File: config.mk
export PLATFORM = sky130hd
export DESIGN_NAME = alu_bitop_seq_flat
export DESIGN_NICKNAME = d
export VERILOG_FILES = /design/src/rtl/alu_bitop_seq_if.sv /design/src/rtl/alu_bitop_seq.sv /design/src/flat_wrapper.sv
export SDC_FILE = /design/constraint.sdc
export NUM_CORES = 1
export LEC_CHECK = 0
export ABC_AREA = 0
export CORE_UTILIZATION = 46
export CTS_CLUSTER_DIAMETER = 120
export DETAILED_ROUTE_END_ITERATION = 10
export GPL_TIMING_DRIVEN = 0
export HOLD_SLACK_MARGIN = 0.1
export PLACE_DENSITY = 0.83
export SLEW_MARGIN = 25
export SYNTH_ARGS = -nofsm -noshare
export SYNTH_HDL_FRONTEND = slang
export SYNTH_SLANG_ARGS = --single-unit
File: constraint.sdc
create_clock -name i_clk -period 2.7 [get_ports i_clk]
set_clock_uncertainty 0.05 [all_clocks]
set_input_delay 0.81 -clock i_clk [delete_from_list [all_inputs] [get_ports i_clk]]
set_output_delay 0.81 -clock i_clk [all_outputs]
set_load 0.02 [all_outputs]
File: src/rtl/alu_bitop_seq_if.sv
// ALU control-field encodings and the bundled decoder/ALU signal interface
// used by the CB-prefix BIT/RES/SET sequencer.
package alu_bitop_pkg;

    // Output-enable selects
    localparam logic [1:0] RES_OE = 2'd0;
    localparam logic [1:0] BS_OE  = 2'd1;
    localparam logic [1:0] SH_OE  = 2'd2;

    // Shifter mode
    localparam logic [1:0] NO_SH  = 2'd0;

    // Latch load controls
    localparam logic       NO_LD  = 1'b0;
    localparam logic       BUS_LD = 1'b1;

    // Op kinds; 3 is reserved and behaves as BIT
    localparam logic [1:0] KIND_BIT = 2'd0;
    localparam logic [1:0] KIND_RES = 2'd1;
    localparam logic [1:0] KIND_SET = 2'd2;

endpackage

interface alu_bitop_seq_if;

    // Decoder request side
    logic       start;
    logic [1:0] kind;
    logic [2:0] bitsel;
    logic [7:0] operand;

    // Decoder response side
    logic       ready;
    logic       done;
    logic [7:0] result;
    logic       zero;
    logic       wb_en;
    logic       carry_err;

    // ALU control word
    logic [2:0] alu_bs;
    logic [7:0] alu_op;
    logic [1:0] alu_sh;
    logic [1:0] alu_oe;
    logic       alu_la;
    logic       alu_lb;
    logic       alu_r;
    logic       alu_s;
    logic       alu_v;
    logic       alu_ne;
    logic       alu_ci;
    logic       alu_l;
    logic       alu_h;

    // ALU status back into the sequencer
    logic [7:0] alu_result;
    logic       alu_zero;
    logic       alu_carry;

    // Environment: decoder plus ALU core
    modport master (
        output start, kind, bitsel, operand,
        output alu_result, alu_zero, alu_carry,
        input  ready, done, result, zero, wb_en, carry_err,
        input  alu_bs, alu_op, alu_sh, alu_oe, alu_la, alu_lb,
        input  alu_r, alu_s, alu_v, alu_ne, alu_ci, alu_l, alu_h
    );

    // The sequencer itself
    modport slave (
        input  start, kind, bitsel, operand,
        input  alu_result, alu_zero, alu_carry,
        output ready, done, result, zero, wb_en, carry_err,
        output alu_bs, alu_op, alu_sh, alu_oe, alu_la, alu_lb,
        output alu_r, alu_s, alu_v, alu_ne, alu_ci, alu_l, alu_h
    );

endinterface

File: src/rtl/alu_bitop_seq.sv
// Sequencer for CB-prefixed BIT/RES/SET: walks the ALU through a three-cycle
// control-word program, samples result/zero at the end of T3 and pulses done.
module alu_bitop_seq
    import alu_bitop_pkg::*;
(
    input  logic           i_clk,
    input  logic           i_rst,
    alu_bitop_seq_if.slave io_bus
);

    typedef enum logic [2:0] {
        StIdle,
        StT1,
        StT2,
        StT3,
        StDone
    } state_t;

    typedef struct packed {
        logic [2:0] bs;
        logic [7:0] op;
        logic [1:0] sh;
        logic [1:0] oe;
        logic       la;
        logic       lb;
        logic       r;
        logic       s;
        logic       v;
        logic       ne;
        logic       ci;
        logic       l;
        logic       h;
    } ctl_t;

    localparam ctl_t CtlIdle = '{
        bs: 3'd0, op: 8'd0, sh: NO_SH, oe: RES_OE, la: NO_LD, lb: NO_LD,
        r: 1'b0, s: 1'b0, v: 1'b0, ne: 1'b0, ci: 1'b0, l: 1'b0, h: 1'b0
    };

    state_t     r_state;
    state_t     w_state_nxt;

    logic [1:0] r_kind;
    logic [2:0] r_bitsel;
    logic [7:0] r_operand;

    ctl_t       r_ctl;
    ctl_t       w_ctl_nxt;

    logic       r_ready;
    logic       r_done;
    logic [7:0] r_result;
    logic       r_zero;
    logic       r_wb_en;
    logic       r_carry_err;

    logic       w_accept;
    logic [2:0] w_bitsel_nxt;
    logic       w_is_set;
    logic       w_done_nxt;
    logic       w_carry_fail;

    assign w_accept     = io_bus.start & r_ready;
    // T1 word is built on the accept edge, so it needs the incoming bit index
    assign w_bitsel_nxt = w_accept ? io_bus.bitsel : r_bitsel;
    assign w_is_set     = (r_kind == KIND_SET);
    assign w_done_nxt   = (r_state == StT3);
    assign w_carry_fail = ((r_state == StT2) || (r_state == StT3)) && !w_is_set &&
                          !io_bus.alu_carry;

    always_comb begin
        w_state_nxt = r_state;
        unique case (r_state)
            StIdle:  if (w_accept) w_state_nxt = StT1;
            StT1:    w_state_nxt = StT2;
            StT2:    w_state_nxt = StT3;
            StT3:    w_state_nxt = StDone;
            StDone:  w_state_nxt = StIdle;
            default: w_state_nxt = StIdle;
        endcase
    end

    // Control word is computed from the next state so it lines up with the state register
    always_comb begin
        w_ctl_nxt = CtlIdle;
        unique case (w_state_nxt)
            StT1: begin
                w_ctl_nxt.bs = w_bitsel_nxt;
                w_ctl_nxt.oe = BS_OE;
                w_ctl_nxt.lb = BUS_LD;
                w_ctl_nxt.la = NO_LD;
            end
            StT2, StT3: begin
                if (w_is_set) begin
                    w_ctl_nxt.r  = 1'b1;
                    w_ctl_nxt.s  = 1'b1;
                    w_ctl_nxt.v  = 1'b1;
                    w_ctl_nxt.ne = 1'b0;
                    w_ctl_nxt.ci = 1'b0;
                end else begin
                    w_ctl_nxt.r  = 1'b0;
                    w_ctl_nxt.s  = 1'b1;
                    w_ctl_nxt.v  = 1'b0;
                    w_ctl_nxt.ne = 1'b1;
                    w_ctl_nxt.ci = 1'b1;
                end
                if (w_state_nxt == StT2) begin
                    w_ctl_nxt.op = r_operand;
                    w_ctl_nxt.sh = NO_SH;
                    w_ctl_nxt.oe = SH_OE;
                    w_ctl_nxt.la = BUS_LD;
                    w_ctl_nxt.lb = NO_LD;
                    w_ctl_nxt.l  = 1'b1;
                    w_ctl_nxt.h  = 1'b0;
                end else begin
                    w_ctl_nxt.oe = RES_OE;
                    w_ctl_nxt.la = NO_LD;
                    w_ctl_nxt.lb = NO_LD;
                    w_ctl_nxt.l  = 1'b0;
                    w_ctl_nxt.h  = 1'b1;
                end
            end
            default: w_ctl_nxt = CtlIdle;
        endcase
    end

    always_ff @(posedge i_clk or posedge i_rst) begin
        if (i_rst) begin
            r_state     <= StIdle;
            r_kind      <= KIND_BIT;
            r_bitsel    <= 3'd0;
            r_operand   <= 8'd0;
            r_ctl       <= CtlIdle;
            r_ready     <= 1'b1;
            r_done      <= 1'b0;
            r_result    <= 8'd0;
            r_zero      <= 1'b0;
            r_wb_en     <= 1'b0;
            r_carry_err <= 1'b0;
        end else begin
            r_state <= w_state_nxt;
            if (w_accept) begin
                r_kind    <= io_bus.kind;
                r_bitsel  <= io_bus.bitsel;
                r_operand <= io_bus.operand;
            end
            r_ctl   <= w_ctl_nxt;
            r_ready <= (w_state_nxt == StIdle);
            r_done  <= w_done_nxt;
            r_wb_en <= w_done_nxt && ((r_kind == KIND_RES) || (r_kind == KIND_SET));
            if (w_done_nxt) begin
                r_result <= io_bus.alu_result;
                r_zero   <= io_bus.alu_zero;
            end
            if (w_carry_fail) begin
                r_carry_err <= 1'b1;
            end
        end
    end

    assign io_bus.ready     = r_ready;
    assign io_bus.done      = r_done;
    assign io_bus.result    = r_result;
    assign io_bus.zero      = r_zero;
    assign io_bus.wb_en     = r_wb_en;
    assign io_bus.carry_err = r_carry_err;

    assign io_bus.alu_bs = r_ctl.bs;
    assign io_bus.alu_op = r_ctl.op;
    assign io_bus.alu_sh = r_ctl.sh;
    assign io_bus.alu_oe = r_ctl.oe;
    assign io_bus.alu_la = r_ctl.la;
    assign io_bus.alu_lb = r_ctl.lb;
    assign io_bus.alu_r  = r_ctl.r;
    assign io_bus.alu_s  = r_ctl.s;
    assign io_bus.alu_v  = r_ctl.v;
    assign io_bus.alu_ne = r_ctl.ne;
    assign io_bus.alu_ci = r_ctl.ci;
    assign io_bus.alu_l  = r_ctl.l;
    assign io_bus.alu_h  = r_ctl.h;

endmodule

File: src/flat_wrapper.sv
// flat-port wrapper written by rule: the top's interface ports become plain ports
module alu_bitop_seq_flat import alu_bitop_pkg::*;
  (i_clk, i_rst, io_bus_start, io_bus_kind, io_bus_bitsel, io_bus_operand, io_bus_alu_result, io_bus_alu_zero, io_bus_alu_carry, io_bus_ready, io_bus_done, io_bus_result, io_bus_zero, io_bus_wb_en, io_bus_carry_err, io_bus_alu_bs, io_bus_alu_op, io_bus_alu_sh, io_bus_alu_oe, io_bus_alu_la, io_bus_alu_lb, io_bus_alu_r, io_bus_alu_s, io_bus_alu_v, io_bus_alu_ne, io_bus_alu_ci, io_bus_alu_l, io_bus_alu_h);
  alu_bitop_seq_if io_bus_i ();
  input  logic i_clk;
  input  logic i_rst;
  input wire logic [$bits(io_bus_i.start)-1:0] io_bus_start;
  input wire logic [$bits(io_bus_i.kind)-1:0] io_bus_kind;
  input wire logic [$bits(io_bus_i.bitsel)-1:0] io_bus_bitsel;
  input wire logic [$bits(io_bus_i.operand)-1:0] io_bus_operand;
  input wire logic [$bits(io_bus_i.alu_result)-1:0] io_bus_alu_result;
  input wire logic [$bits(io_bus_i.alu_zero)-1:0] io_bus_alu_zero;
  input wire logic [$bits(io_bus_i.alu_carry)-1:0] io_bus_alu_carry;
  output wire logic [$bits(io_bus_i.ready)-1:0] io_bus_ready;
  output wire logic [$bits(io_bus_i.done)-1:0] io_bus_done;
  output wire logic [$bits(io_bus_i.result)-1:0] io_bus_result;
  output wire logic [$bits(io_bus_i.zero)-1:0] io_bus_zero;
  output wire logic [$bits(io_bus_i.wb_en)-1:0] io_bus_wb_en;
  output wire logic [$bits(io_bus_i.carry_err)-1:0] io_bus_carry_err;
  output wire logic [$bits(io_bus_i.alu_bs)-1:0] io_bus_alu_bs;
  output wire logic [$bits(io_bus_i.alu_op)-1:0] io_bus_alu_op;
  output wire logic [$bits(io_bus_i.alu_sh)-1:0] io_bus_alu_sh;
  output wire logic [$bits(io_bus_i.alu_oe)-1:0] io_bus_alu_oe;
  output wire logic [$bits(io_bus_i.alu_la)-1:0] io_bus_alu_la;
  output wire logic [$bits(io_bus_i.alu_lb)-1:0] io_bus_alu_lb;
  output wire logic [$bits(io_bus_i.alu_r)-1:0] io_bus_alu_r;
  output wire logic [$bits(io_bus_i.alu_s)-1:0] io_bus_alu_s;
  output wire logic [$bits(io_bus_i.alu_v)-1:0] io_bus_alu_v;
  output wire logic [$bits(io_bus_i.alu_ne)-1:0] io_bus_alu_ne;
  output wire logic [$bits(io_bus_i.alu_ci)-1:0] io_bus_alu_ci;
  output wire logic [$bits(io_bus_i.alu_l)-1:0] io_bus_alu_l;
  output wire logic [$bits(io_bus_i.alu_h)-1:0] io_bus_alu_h;
  assign io_bus_i.start = io_bus_start;
  assign io_bus_i.kind = io_bus_kind;
  assign io_bus_i.bitsel = io_bus_bitsel;
  assign io_bus_i.operand = io_bus_operand;
  assign io_bus_i.alu_result = io_bus_alu_result;
  assign io_bus_i.alu_zero = io_bus_alu_zero;
  assign io_bus_i.alu_carry = io_bus_alu_carry;
  assign io_bus_ready = io_bus_i.ready;
  assign io_bus_done = io_bus_i.done;
  assign io_bus_result = io_bus_i.result;
  assign io_bus_zero = io_bus_i.zero;
  assign io_bus_wb_en = io_bus_i.wb_en;
  assign io_bus_carry_err = io_bus_i.carry_err;
  assign io_bus_alu_bs = io_bus_i.alu_bs;
  assign io_bus_alu_op = io_bus_i.alu_op;
  assign io_bus_alu_sh = io_bus_i.alu_sh;
  assign io_bus_alu_oe = io_bus_i.alu_oe;
  assign io_bus_alu_la = io_bus_i.alu_la;
  assign io_bus_alu_lb = io_bus_i.alu_lb;
  assign io_bus_alu_r = io_bus_i.alu_r;
  assign io_bus_alu_s = io_bus_i.alu_s;
  assign io_bus_alu_v = io_bus_i.alu_v;
  assign io_bus_alu_ne = io_bus_i.alu_ne;
  assign io_bus_alu_ci = io_bus_i.alu_ci;
  assign io_bus_alu_l = io_bus_i.alu_l;
  assign io_bus_alu_h = io_bus_i.alu_h;
  alu_bitop_seq u_core (.i_clk(i_clk), .i_rst(i_rst), .io_bus(io_bus_i));
endmodule
Word level (Yosys, flattened, before mapping)
Cells that the tools add are included.
- latch bits: 0
- output and inout bits: 37
- flip-flop bits (word level): 53
- bits in read-only memories: 0
- bits in writable memories: 0
- logic and storage cells: 53
- bits of input ports: 26
- memories: 0
- muxes and demuxes: 11
- div/mod/pow operators: 0
- reductions and logical operators: 10
- add/sub/neg operators: 0
- eq/ne operators: 8
- multipliers: 0
- order comparisons: 0
- shift-type cells: 0
- bitwise logic cells: 1
- operators by type and width (operator ; count):
    2-to-1 mux 10 bit ; 2
    equality test 3 x 2 -> 1 bit, second input constant ; 4
    one-hot mux 3 bit (4 select lines) ; 1
    2-to-1 mux 3 bit ; 3
    one-hot mux 4 bit (2 select lines) ; 1
    2-to-1 mux 7 bit ; 1
    equality test 3 x 1 -> 1 bit, second input constant ; 2
    logical NOT 3 bit ; 2
    2-to-1 mux 5 bit ; 1
    2-to-1 mux 4 bit ; 1
    logical AND 1 bit ; 3
    equality test 2 x 1 -> 1 bit, second input constant ; 1
    equality test 2 bit, second input constant ; 1
    logical NOT 1 bit ; 2
    logical OR 1 bit ; 2
    2-to-1 mux 2 bit ; 1
    OR reduction 2 bit ; 1
    bitwise AND 1 bit ; 1

Longest topological paths before layout
- word-level depth: 6
- mapped depth: 4
- mapped depth without buffers: 4

Worst setup path before layout
OpenSTA, ideal clock, no wires.
- kind: input port to flip-flop
- start: in io_bus_start
- end: reg u_core.r_kind[0]
- library setup time: 0.125 ns
- buffers on the path: 1
- setup slack: 0.967 ns
- stages: 3
- data required time: 2.525 ns
- data arrival time: 1.558 ns
- cells stage by stage: nand2_1 -> buf_2 -> mux2_2
- word-level cells in the longest chain between the ends: 1
- ends and longest elaborated chain (what ; RTL line ; source):
    start: declaration ; flat_wrapper.sv:7 ; input wire logic [$bits(io_bus_i.start)-1:0] io_bus_start;
    bitwise AND 1 bit ; alu_bitop_seq.sv:63 ; assign w_accept = io_bus.start & r_ready;
    end signal: assignment ; alu_bitop_seq.sv:143 ; r_kind <= io_bus.kind;
    end: declaration ; alu_bitop_seq.sv:43 ; logic [1:0] r_kind;
No other way between the ends.
A chain may end at the register's enable or synchronous reset.

Final worst setup path
- start: reg u_core.r_ready (netlist: u_core.io_bus.ready)
- end: out io_bus_ready
- RTL lines (what ; RTL line ; source):
    start: declaration ; alu_bitop_seq.sv:50 ; logic r_ready;
    start signal: assignment ; alu_bitop_seq.sv:148 ; r_ready <= (w_state_nxt == StIdle);
    end: declaration ; flat_wrapper.sv:14 ; output wire logic [$bits(io_bus_i.ready)-1:0] io_bus_ready;
No word-level cell between the ends.

==> results.sh <==
export IMPL_ff2ff_path_depth=3
export IMPL_route_detailed_drc=0
export IMPL_die_h_um=62.0
export IMPL_pwr_share_seq=0.387
export IMPL_path_class="flip-flop to primary output"
export IMPL_grt_util_met2=0.325
export IMPL_drt_vias_per_instance=4.60
export IMPL_p_comb_frac=0.468
export IMPL_yosysWarnings=0
export IMPL_finalSetupTns_ps=0
export IMPL_whs_path_depth=1
export IMPL_antennaDiodeCount=0
export IMPL_synth_commonest_cells="dfrtp_1 (43), mux2_2 (11), mux2_4 (8), and2_1 (7), buf_4 (6)"
export IMPL_antenna_found_initial=0
export IMPL_gp_routability_congestion=0.718
export IMPL_yosysMostFrequentCell="dfrtp_1"
export IMPL_p_per_area_nw_per_um2=1120
export IMPL_period_needed_ps=2360
export IMPL_vias=1031
export IMPL_wirelength_um=3010
export IMPL_dr_pass1_iters=4
export IMPL_peakVddDrop_v=0.000591
export IMPL_initial_core_util=0.488
export IMPL_fmax_mhz=423
export IMPL_status="finished, final reports clean"
export IMPL_synth_area_top_cells="dfrtp_1 (65%), mux2_2 (7.5%), mux2_4 (7.3%)"
export IMPL_num_rows=21
export IMPL_synthArstFlopShare=1.00
export IMPL_startpoint_type="flip-flop"
export IMPL_area_growth_pct=46.5
export IMPL_die_w_um=62.0
export IMPL_min_from="u_core.r_operand[4]"
export IMPL_ys_types=26
export IMPL_io_buffers=60
export IMPL_cts_setup_buffers=0
export IMPL_cp_cell_sequence="clkdlybuf4s50_1"
export IMPL_synth_edf_count=0
export IMPL_syn_cell_area_um2=1660
export IMPL_drv_cap=0
export IMPL_p_sw_uw=899
export IMPL_cts_buffer_depth=2
export IMPL_syn_area_per_cell_um2=15.3
export IMPL_yosysTopAreaCell="dfrtp_1"
export IMPL_r2r_end="u_core.io_bus.alu_bs[1]"
export IMPL_hp_class="flip-flop to flip-flop"
export IMPL_grt_busiest_layer="met2"
export IMPL_grt_overflow=0
export IMPL_slew_viol_final=0
export IMPL_io_pins=63
export IMPL_grt_max_degree=24
export IMPL_p_int_mw=1.82
export IMPL_core_area_um2=3390
export IMPL_hold_buffers=0
export IMPL_dp_hpwl_um=2240
export IMPL_grt_pass1_wl_um=4660
export IMPL_switching_share=0.330
export IMPL_setup_viol=0
export IMPL_ys_flop_type="dfrtp_1"
export IMPL_slowest_delay_ps=600
export IMPL_synth_seq_cells=44
export IMPL_clockRootBuffer="clkbuf_4"
export IMPL_crit_family="buffers and inverters"
export IMPL_finalHoldViolCount=0
export IMPL_p_leak_nw=1.09
export IMPL_grt_pass1_vias=1087
export IMPL_final_nets=204
export IMPL_htreeDepth=2
export IMPL_wl_per_cell_um=13.4
export IMPL_clk_transition_reported_paths_ps=130
export IMPL_total_power_mw=2.72
export IMPL_worstSkewPairLatency_ps=350
export IMPL_antenna_left=0
export IMPL_path_buf_inv=1
export IMPL_grt_usage=0.175
export IMPL_dieArea_um2=3840
export IMPL_cts_made_buffers=5
export IMPL_critPathMaxFanout=3
export IMPL_period_share=0.875
export IMPL_rsz0062_at_grt="false"
export IMPL_cts_resized=0
export IMPL_hold_end="u_core.io_bus.alu_op[4]"
export IMPL_drt_iter0_drc=8
export IMPL_cts_sinks=44
export IMPL_cp_end_kind="primary output"
export IMPL_hold_worst_slack_ps=442
export IMPL_drive_gt1_frac=0.236
export IMPL_crit_path_start="u_core.io_bus.ready"
export IMPL_synthCells=108
export IMPL_ys_seq_area_frac=0.666
export IMPL_r2r_start="u_core.io_bus.ready"
export IMPL_cts_tree="yes"
export IMPL_met3_usage=0.0807
export IMPL_synth_top_cell_area_share=0.650
export IMPL_use_met1=0.175
export IMPL_power_frac_clock=0.145
export IMPL_worstPathRequired_ps=1840
export IMPL_slowest_stage="clkdlybuf4s50_1"
export IMPL_reg2reg_slack_ps=1120
export IMPL_arrival_ps=1500
export IMPL_cp_num_cells=1
-- placed cells by master, fill, tap and decap left out, drive strengths merged, types with 2 or more instances in the layout --
cell type	Yosys	routed
clkbuf	1	6
inv	2	2
nor3b	4	4
mux2	19	19
nor4bb	4	4
nor2	3	3
buf	10	11
and2	7	7
conb	1	2
dfrtp	43	43
clkdlybuf4s50	0	60
nor3	2	2
and3b	2	2
-- per-layer routing --
layer	wire length (um)	vias to the layer above
met5	0	-
met4	29	0
met3	226	3
met2	1600	41
met1	1160	497
li1	-	490
-- how the worst max path moves through the flow --
stage / to / slack [ps]
after floorplan: u_core.io_bus.alu_bs[0] / 810
after global placement: u_core.io_bus.alu_h / 30
after detailed placement: u_core.r_kind[0] / 340
after CTS: io_bus_ready / 310
after global routing: io_bus_ready / 280
final: io_bus_ready / 340
-- power groups by stage --
stage | logic [mW] | clock network (mW) | registers, mW
2_1_floorplan | 0.548 | 0 | 1.27
6_report | 1.27 | 0.396 | 1.05
4_1_cts | 1.29 | 0.410 | 1.06
5_1_grt | 1.38 | 0.439 | 1.08
3_3_place_gp | 1.25 | 0 | 1.05
3_5_place_dp | 1.28 | 0 | 1.07
-- logic make-up after synthesis --
| logic type | count (synthesis) | synth area share |
|---|---|---|
| mux | 19 | 0.147 |
| flops | 44 | 0.666 |
| xor+xnor | 1 | 0.00529 |
| fa+ha+maj | 1 | 0.00756 |
| simple gates | 27 | 0.114 |
| buf+inv | 13 | 0.0499 |
| compound gates | 2 | 0.00756 |
| other cells | 1 | 0.00227 |
-- metrics by stage --
step,setup WS (ps),std cells,cell area [um2],util
after global placement,33.6,215,2320,0.684
after global routing,282,224,2420,0.715
after detailed placement,338,216,2340,0.692
after CTS,313,224,2420,0.715
after floorplan,811,109,1660,-
final,338,224,2420,0.715
-- registers in the layout, summed over array words and instances (netlist names), 2 cells and up --
register,cells
u_core.r_operand,8
u_core.r_kind,2
u_core.io_bus.result,8
u_core.r_state,3
u_core.io_bus.alu_bs,3
u_core.io_bus.alu_op,8
-- layout make-up --
cell class | count | area [um2]
fill | 247 | 965
clock buffer | 5 | 37.5
timing repair buffer | 61 | 628
buffer | 11 | 75.1
multi-input combinational | 52 | 474
tap | 46 | 57.6
sequential | 44 | 1100
clock inverter | 3 | 42.5
inverter | 2 | 7.51
Power figures use the tool's default switching activity.
